`src/rtl/clock_divider_sequencer.sv`:
```
// clock_divider_sequencer: run-time programmable clock divider with start/stop/burst sequencing
module clock_divider_sequencer #(
    parameter int WIDTH       = 8,
    parameter int CNT_WIDTH   = 8,
    parameter int DEFAULT_DIV = 8
) (
    input  logic                 clk,
    input  logic                 rst,
    input  logic [WIDTH-1:0]     cfg_div,
    input  logic                 cfg_valid,
    output logic                 cfg_ready,
    input  logic                 start,
    input  logic                 stop,
    input  logic [CNT_WIDTH-1:0] burst_len,
    output logic                 out_clk,
    output logic                 busy,
    output logic                 done,
    output logic [WIDTH-1:0]     active_div
);
    typedef enum logic [1:0] {IDLE, RUN, DRAIN} state_t;

    state_t               state_q;
    logic [WIDTH-1:0]     count_q;
    logic [WIDTH-1:0]     active_div_q;
    logic [WIDTH-1:0]     pend_div_q;
    logic                 pending_q;
    logic                 out_clk_q;
    logic                 done_q;
    logic [CNT_WIDTH-1:0] burst_rem_q;
    logic                 cfg_acc;
    logic                 toggle;
    logic                 boundary;
    logic [WIDTH-1:0]     cfg_clamped;

    assign cfg_ready   = (state_q == IDLE) || !pending_q;
    assign cfg_acc     = cfg_valid && cfg_ready;
    assign cfg_clamped = (cfg_div == '0) ? WIDTH'(1) : cfg_div;
    assign toggle      = count_q == active_div_q - 1'b1;
    assign boundary    = toggle && out_clk_q;

    assign out_clk    = out_clk_q;
    assign busy       = state_q != IDLE;
    assign done       = done_q;
    assign active_div = active_div_q;

    // Sequencer: phase counting, start/stop/drain control, burst tracking and ratio hand-over at period boundaries
    always_ff @(posedge clk or posedge rst) begin
        if (rst) begin
            state_q      <= IDLE;
            count_q      <= '0;
            active_div_q <= WIDTH'(DEFAULT_DIV);
            pend_div_q   <= '0;
            pending_q    <= 1'b0;
            out_clk_q    <= 1'b0;
            done_q       <= 1'b0;
            burst_rem_q  <= '0;
        end else begin
            done_q <= 1'b0;
            // A config arriving while busy waits; pending is only cleared below when it was already set,
            // and cfg_ready is low then, so a new arrival is never overwritten by the clear.
            if (cfg_acc && state_q != IDLE) begin
                pending_q  <= 1'b1;
                pend_div_q <= cfg_clamped;
            end
            case (state_q)
                IDLE: begin
                    count_q   <= '0;
                    out_clk_q <= 1'b0;
                    if (pending_q) begin
                        active_div_q <= pend_div_q;
                        pending_q    <= 1'b0;
                    end
                    if (cfg_acc) active_div_q <= cfg_clamped;
                    if (start && !stop) begin
                        state_q     <= RUN;
                        burst_rem_q <= burst_len;
                    end
                end
                RUN: begin
                    count_q   <= toggle ? '0 : count_q + 1'b1;
                    out_clk_q <= out_clk_q ^ toggle;
                    if (boundary) begin
                        if (pending_q) begin
                            active_div_q <= pend_div_q;
                            pending_q    <= 1'b0;
                        end
                        if (burst_rem_q != '0) burst_rem_q <= burst_rem_q - 1'b1;
                        if (burst_rem_q == CNT_WIDTH'(1)) begin
                            state_q <= IDLE;
                            done_q  <= 1'b1;
                        end else if (stop) begin
                            state_q <= IDLE;
                        end
                    end else if (stop && !out_clk_q) begin
                        // Truncate the low phase; no high pulse has started yet
                        state_q   <= IDLE;
                        count_q   <= '0;
                        out_clk_q <= 1'b0;
                    end else if (stop) begin
                        state_q <= DRAIN;
                    end
                end
                DRAIN: begin
                    count_q   <= toggle ? '0 : count_q + 1'b1;
                    out_clk_q <= out_clk_q ^ toggle;
                    if (toggle) begin
                        state_q <= IDLE;
                        if (pending_q) begin
                            active_div_q <= pend_div_q;
                            pending_q    <= 1'b0;
                        end
                    end
                end
                default: state_q <= IDLE;
            endcase
        end
    end
endmodule
```
`config.mk`:
```
export PLATFORM = sky130hd
export DESIGN_NAME = clock_divider_sequencer
export DESIGN_NICKNAME = d
export VERILOG_FILES = /design/src/rtl/clock_divider_sequencer.sv
export SDC_FILE = /design/constraint.sdc
export NUM_CORES = 1
export LEC_CHECK = 0
export BUFFER_PORTS_ARGS = -buffer_cell sky130_fd_sc_hd__buf_2
export CAP_MARGIN = 20
export CORE_MARGIN = 3
export CORE_UTILIZATION = 57
export CTS_CLUSTER_SIZE = 20
export DETAILED_ROUTE_END_ITERATION = 16
export PLACE_DENSITY = 0.75
export RECOVER_POWER = 100
export SKIP_LAST_GASP = 1
export SYNTH_ARGS = -nofsm -noshare
export SYNTH_HDL_FRONTEND = slang
export SYNTH_SLANG_ARGS = --single-unit
```
`constraint.sdc`:
```
create_clock -name clk -period 4.3 [get_ports clk]
set_input_delay 0 -clock clk [delete_from_list [all_inputs] [get_ports clk]]
set_output_delay 0 -clock clk [all_outputs]
set_load 0.01 [all_outputs]
```
==> flow_summary.yaml <==
synth:
  synth_compound_area_share_pct: 24.6
  ys_top_cells_by_area: "dfrtp_1 39%, ha_1 5.9%, mux2_2 4.4%"
  ys_ff_latch: 37
  yosysWarnings: 0
  syn-cell-area_um2: 2320
  synth_edf_count: 0
  ys.flop_type: "dfrtp_1"
  avgSynthCellArea_um2: 9.95
  synthesis.nets: 265
  synth_top_area_share_pct: 38.9
  async_flop_share_pct: 100
  synth_top_family_by_area: "compound AO/OA/AOI/OAI gates"
  netlist_instances: 233
  synth-simple-area-share_pct: 14.4
  synthMuxAreaShare_pct: 5.72
  yosys.area_share.xor_xnor_pct: 4.54
  yosysTopAreaCell: "dfrtp_1"
  synth_cell_types: 57
  yosysSeqAreaShare_pct: 40.0
  synthAdderAreaFrac_pct: 5.94
power:
  p_leak_uw: 0.00118
  p_seq_share_pct: 36.2
  switching_share_pct: 43.3
  power_frac_comb_pct: 49.8
  p_sw_uw: 764
  irDropWorstVdd_uv: 511
  power-per-cell-area_nw_per_um2: 666
  clock_power_share_pct: 14.0
  total_power_uw: 1770
  p_int_uw: 1000
placed_design:
  hpwl_um: 3670
  portBuffers: 32
  gp_congestion: 0.878
  placed_cell_area_um2: 2500
floorplan:
  die_h_um: 69.8
  fp-row-count: 22
  die_area_um2: 4870
  initial_core_util_pct: 61.0
  coreArea_um2: 3800
  io_pins: 33
  die_x_um: 69.8
sta:
  holdWs_ns: 0.0200
  fmax_mhz: 283
  finalHoldViolCount: 0
  clock_skew_ns: 0.0105
  setup_tns_ns: 0
  max-slew-margin-rel_pct: -32.0
  worstMarginPinSlew_ns: 1.98
  final_max_slew_viol_count: 38
  finalCriticalPeriod_ns: 3.54
  grt_setup_unrepaired: "false"
  post-route-period-util_pct: 82.3
  setup_violations: 0
min_path:
  hp-start: "burst_len[6]"
  min_to: "burst_rem_q[6]$_DFFE_PP0P_"
  whs_path_depth: 3
  hold_path.class: "input pin to flop"
critical_path:
  arrival_ns: 3.76
  crit_type: "flop to flop"
  crit_cells: 14
  worst-path-buf-inv: 2
  end_kind: "flop"
  start_kind: "flop"
  worstPathMaxFanout: 12
  crit_path_top_delay_cell: "dfrtp_1"
  slowest_delay_ns: 0.48
  r2r-end: "count_q[3]$_DFFE_PP0P_"
  ff2ff_path_depth: 14
  critPathTopFamily: "compound AO/OA/AOI/OAI gates"
  r2r_slack_ns: 0.76
  required_ns: 4.52
  r2r-start: "active_div[0]$_DFFE_PP0P_"
  path_cells: "inv_1 > ha_1 > or4_1 > nor3_1 > a211oi_1 > o21ai_0 > and3_1 > ha_1 > o31a_1 > o211a_1 > inv_1 > a31oi_2 > a21oi_1 > a31oi_1"
routing:
  ant_nets: 0
  wl_per_cell_um: 16.1
  remaining_drc_errors: 0
  viasPerCell: 5.97
  vias: 1928
  drt_iter0_drc: 208
  drt_wl_total_um: 5190
  dr.pass1.iters: 4
grt:
  grt_pass1_vias: 1949
  grt_use_total_pct: 21.9
  antenna_found_initial: 0
  grt_max_degree: 38
  grt_overflow: 0
  grt_pass1_wl_um: 8680
cts:
  post_cts_buffers: 0
  numCtsBuffers: 5
  cts_htree_levels: 2
  clock_latency_ns: 0.30
  cts_tree: "done"
  clk_path_buf_depth: 2
  cts.clk_slew.worst_paths_ns: 0.08
  cts_root_buf: "clkbuf_8"
  cts.sinks: 37
finish:
  area_growth_pct: 14.3
  final_cell_area_um2: 2650
  nets: 306
  antenna_cells: 0
  drive_gt1_share_pct: 17.1
outcome:
  status: "finished, violations left"
  violations: "max-capacitance violations, max-slew violations"
job:
  drv_cap: 1
layout by cell type (no fill, tap or decap), types with 5 or more instances in the layout:
master / netlist / layout
dfrtp_1: 36 / 36
buf_2: 0 / 21
inv_1: 18 / 18
a21oi_1: 15 / 15
nand2_1: 14 / 14
clkbuf_1: 6 / 12
ha_1: 11 / 11
nor2_1: 9 / 9
mux2_2: 9 / 9
dlygate4sd3_1: 0 / 9
o21ai_0: 7 / 8
o22ai_1: 8 / 8
xnor2_1: 7 / 7
and3_1: 7 / 7
a2bb2oi_1: 7 / 7
nand2b_1: 6 / 6
o22a_1: 6 / 6
xor2_1: 5 / 5
a31oi_1: 5 / 5
clkbuf_8: 0 / 5
worst max path at each step:
stage                                      end  slack [ns]                      start
CTS                     count_q[3]$_DFFE_PP0P_        0.92  active_div[0]$_DFFE_PP0P_
global placement    burst_rem_q[7]$_DFFE_PP0P_        1.10  active_div[0]$_DFFE_PP0P_
finish                  count_q[3]$_DFFE_PP0P_        0.76  active_div[0]$_DFFE_PP0P_
floorplan           burst_rem_q[7]$_DFFE_PP0P_        1.10  active_div[0]$_DFFE_PP0P_
detailed placement      count_q[3]$_DFFE_PP0P_        0.95  active_div[0]$_DFFE_PP0P_
global route            count_q[3]$_DFFE_PP0P_        0.44  active_div[0]$_DFFE_PP0P_
tightest hold or removal path, cell delays in order:
cell     delay (ns)
buf_2          0.07
o21ai_0        0.06
o21ai_0        0.15
per-stage QoR:
step / utilization [%] / worst slack (ns) / cells
floorplan: - / 1.10 / 233
global placement: 65.8 / 1.10 / 306
detailed placement: 65.8 / 0.948 / 306
CTS: 70.5 / 0.919 / 323
global route: 69.7 / 0.440 / 323
finish: 69.7 / 0.762 / 323
routing by layer:
metal	part of all wire, %	up-vias	global-route usage [%]
met5	0	-	0
met4	2.1	0	8.30
met3	4.2	13	4.49
met2	49	39	36.5
met1	45	922	27.7
li1	-	954	-
area by class of cell:
type / instances / area [um^2]
flip-flops and latches: 37 / 927
fillers: 279 / 1150
multi-input cells: 170 / 1270
inverters: 18 / 67.6
repair buffers: 42 / 240
well taps: 48 / 60.1
clock inverters: 3 / 17.5
clock buffers: 5 / 68.8
synthesized netlist by cell type, drive strengths merged, types with 7 or more instances:
master / n
xnor2: 7
o21ai: 9
ha: 11
and3: 7
nor2: 10
a21oi: 15
a2bb2oi: 8
nand2: 14
mux2: 10
dfrtp: 36
o22ai: 8
inv: 18
sequential cells by signal, summed over array words and instances (netlist names):
register / flops
done: 1
out_clk: 1
state_q: 2
active_div: 8
burst_rem_q: 8
pend_div_q: 8
pending_q: 1
count_q: 8
power groups by stage:
stage          Combinational, uW  Sequential, uW  Clock (uW)
2_1_floorplan                711             621           0
3_3_place_gp                 865             635           0
5_1_grt                      980             661         257
4_1_cts                      901             638         246
6_report                     879             639         247
3_5_place_dp                 890             644           0
logic make-up (layout without fill, tap and decap cells):
| group | after synthesis | count (layout) |
|---|---|---|
| AOI/OAI and AO/OA | 75 | 75 |
| adders and majority gates | 11 | 11 |
| and+or+nand+nor | 60 | 60 |
| xor gates and xnor gates | 12 | 12 |
| muxes | 12 | 12 |
| DFF | 37 | 37 |
| buffers and inverters | 26 | 68 |
repair_timing:
item | in CTS | in global routing
gates resized for setup | 0 | 0
endpoints found under the setup margin | 0 | 0
hold buffers | 9 | 0
endpoints found under the hold margin | 44 | 0
(Power assumes the default switching activity.)
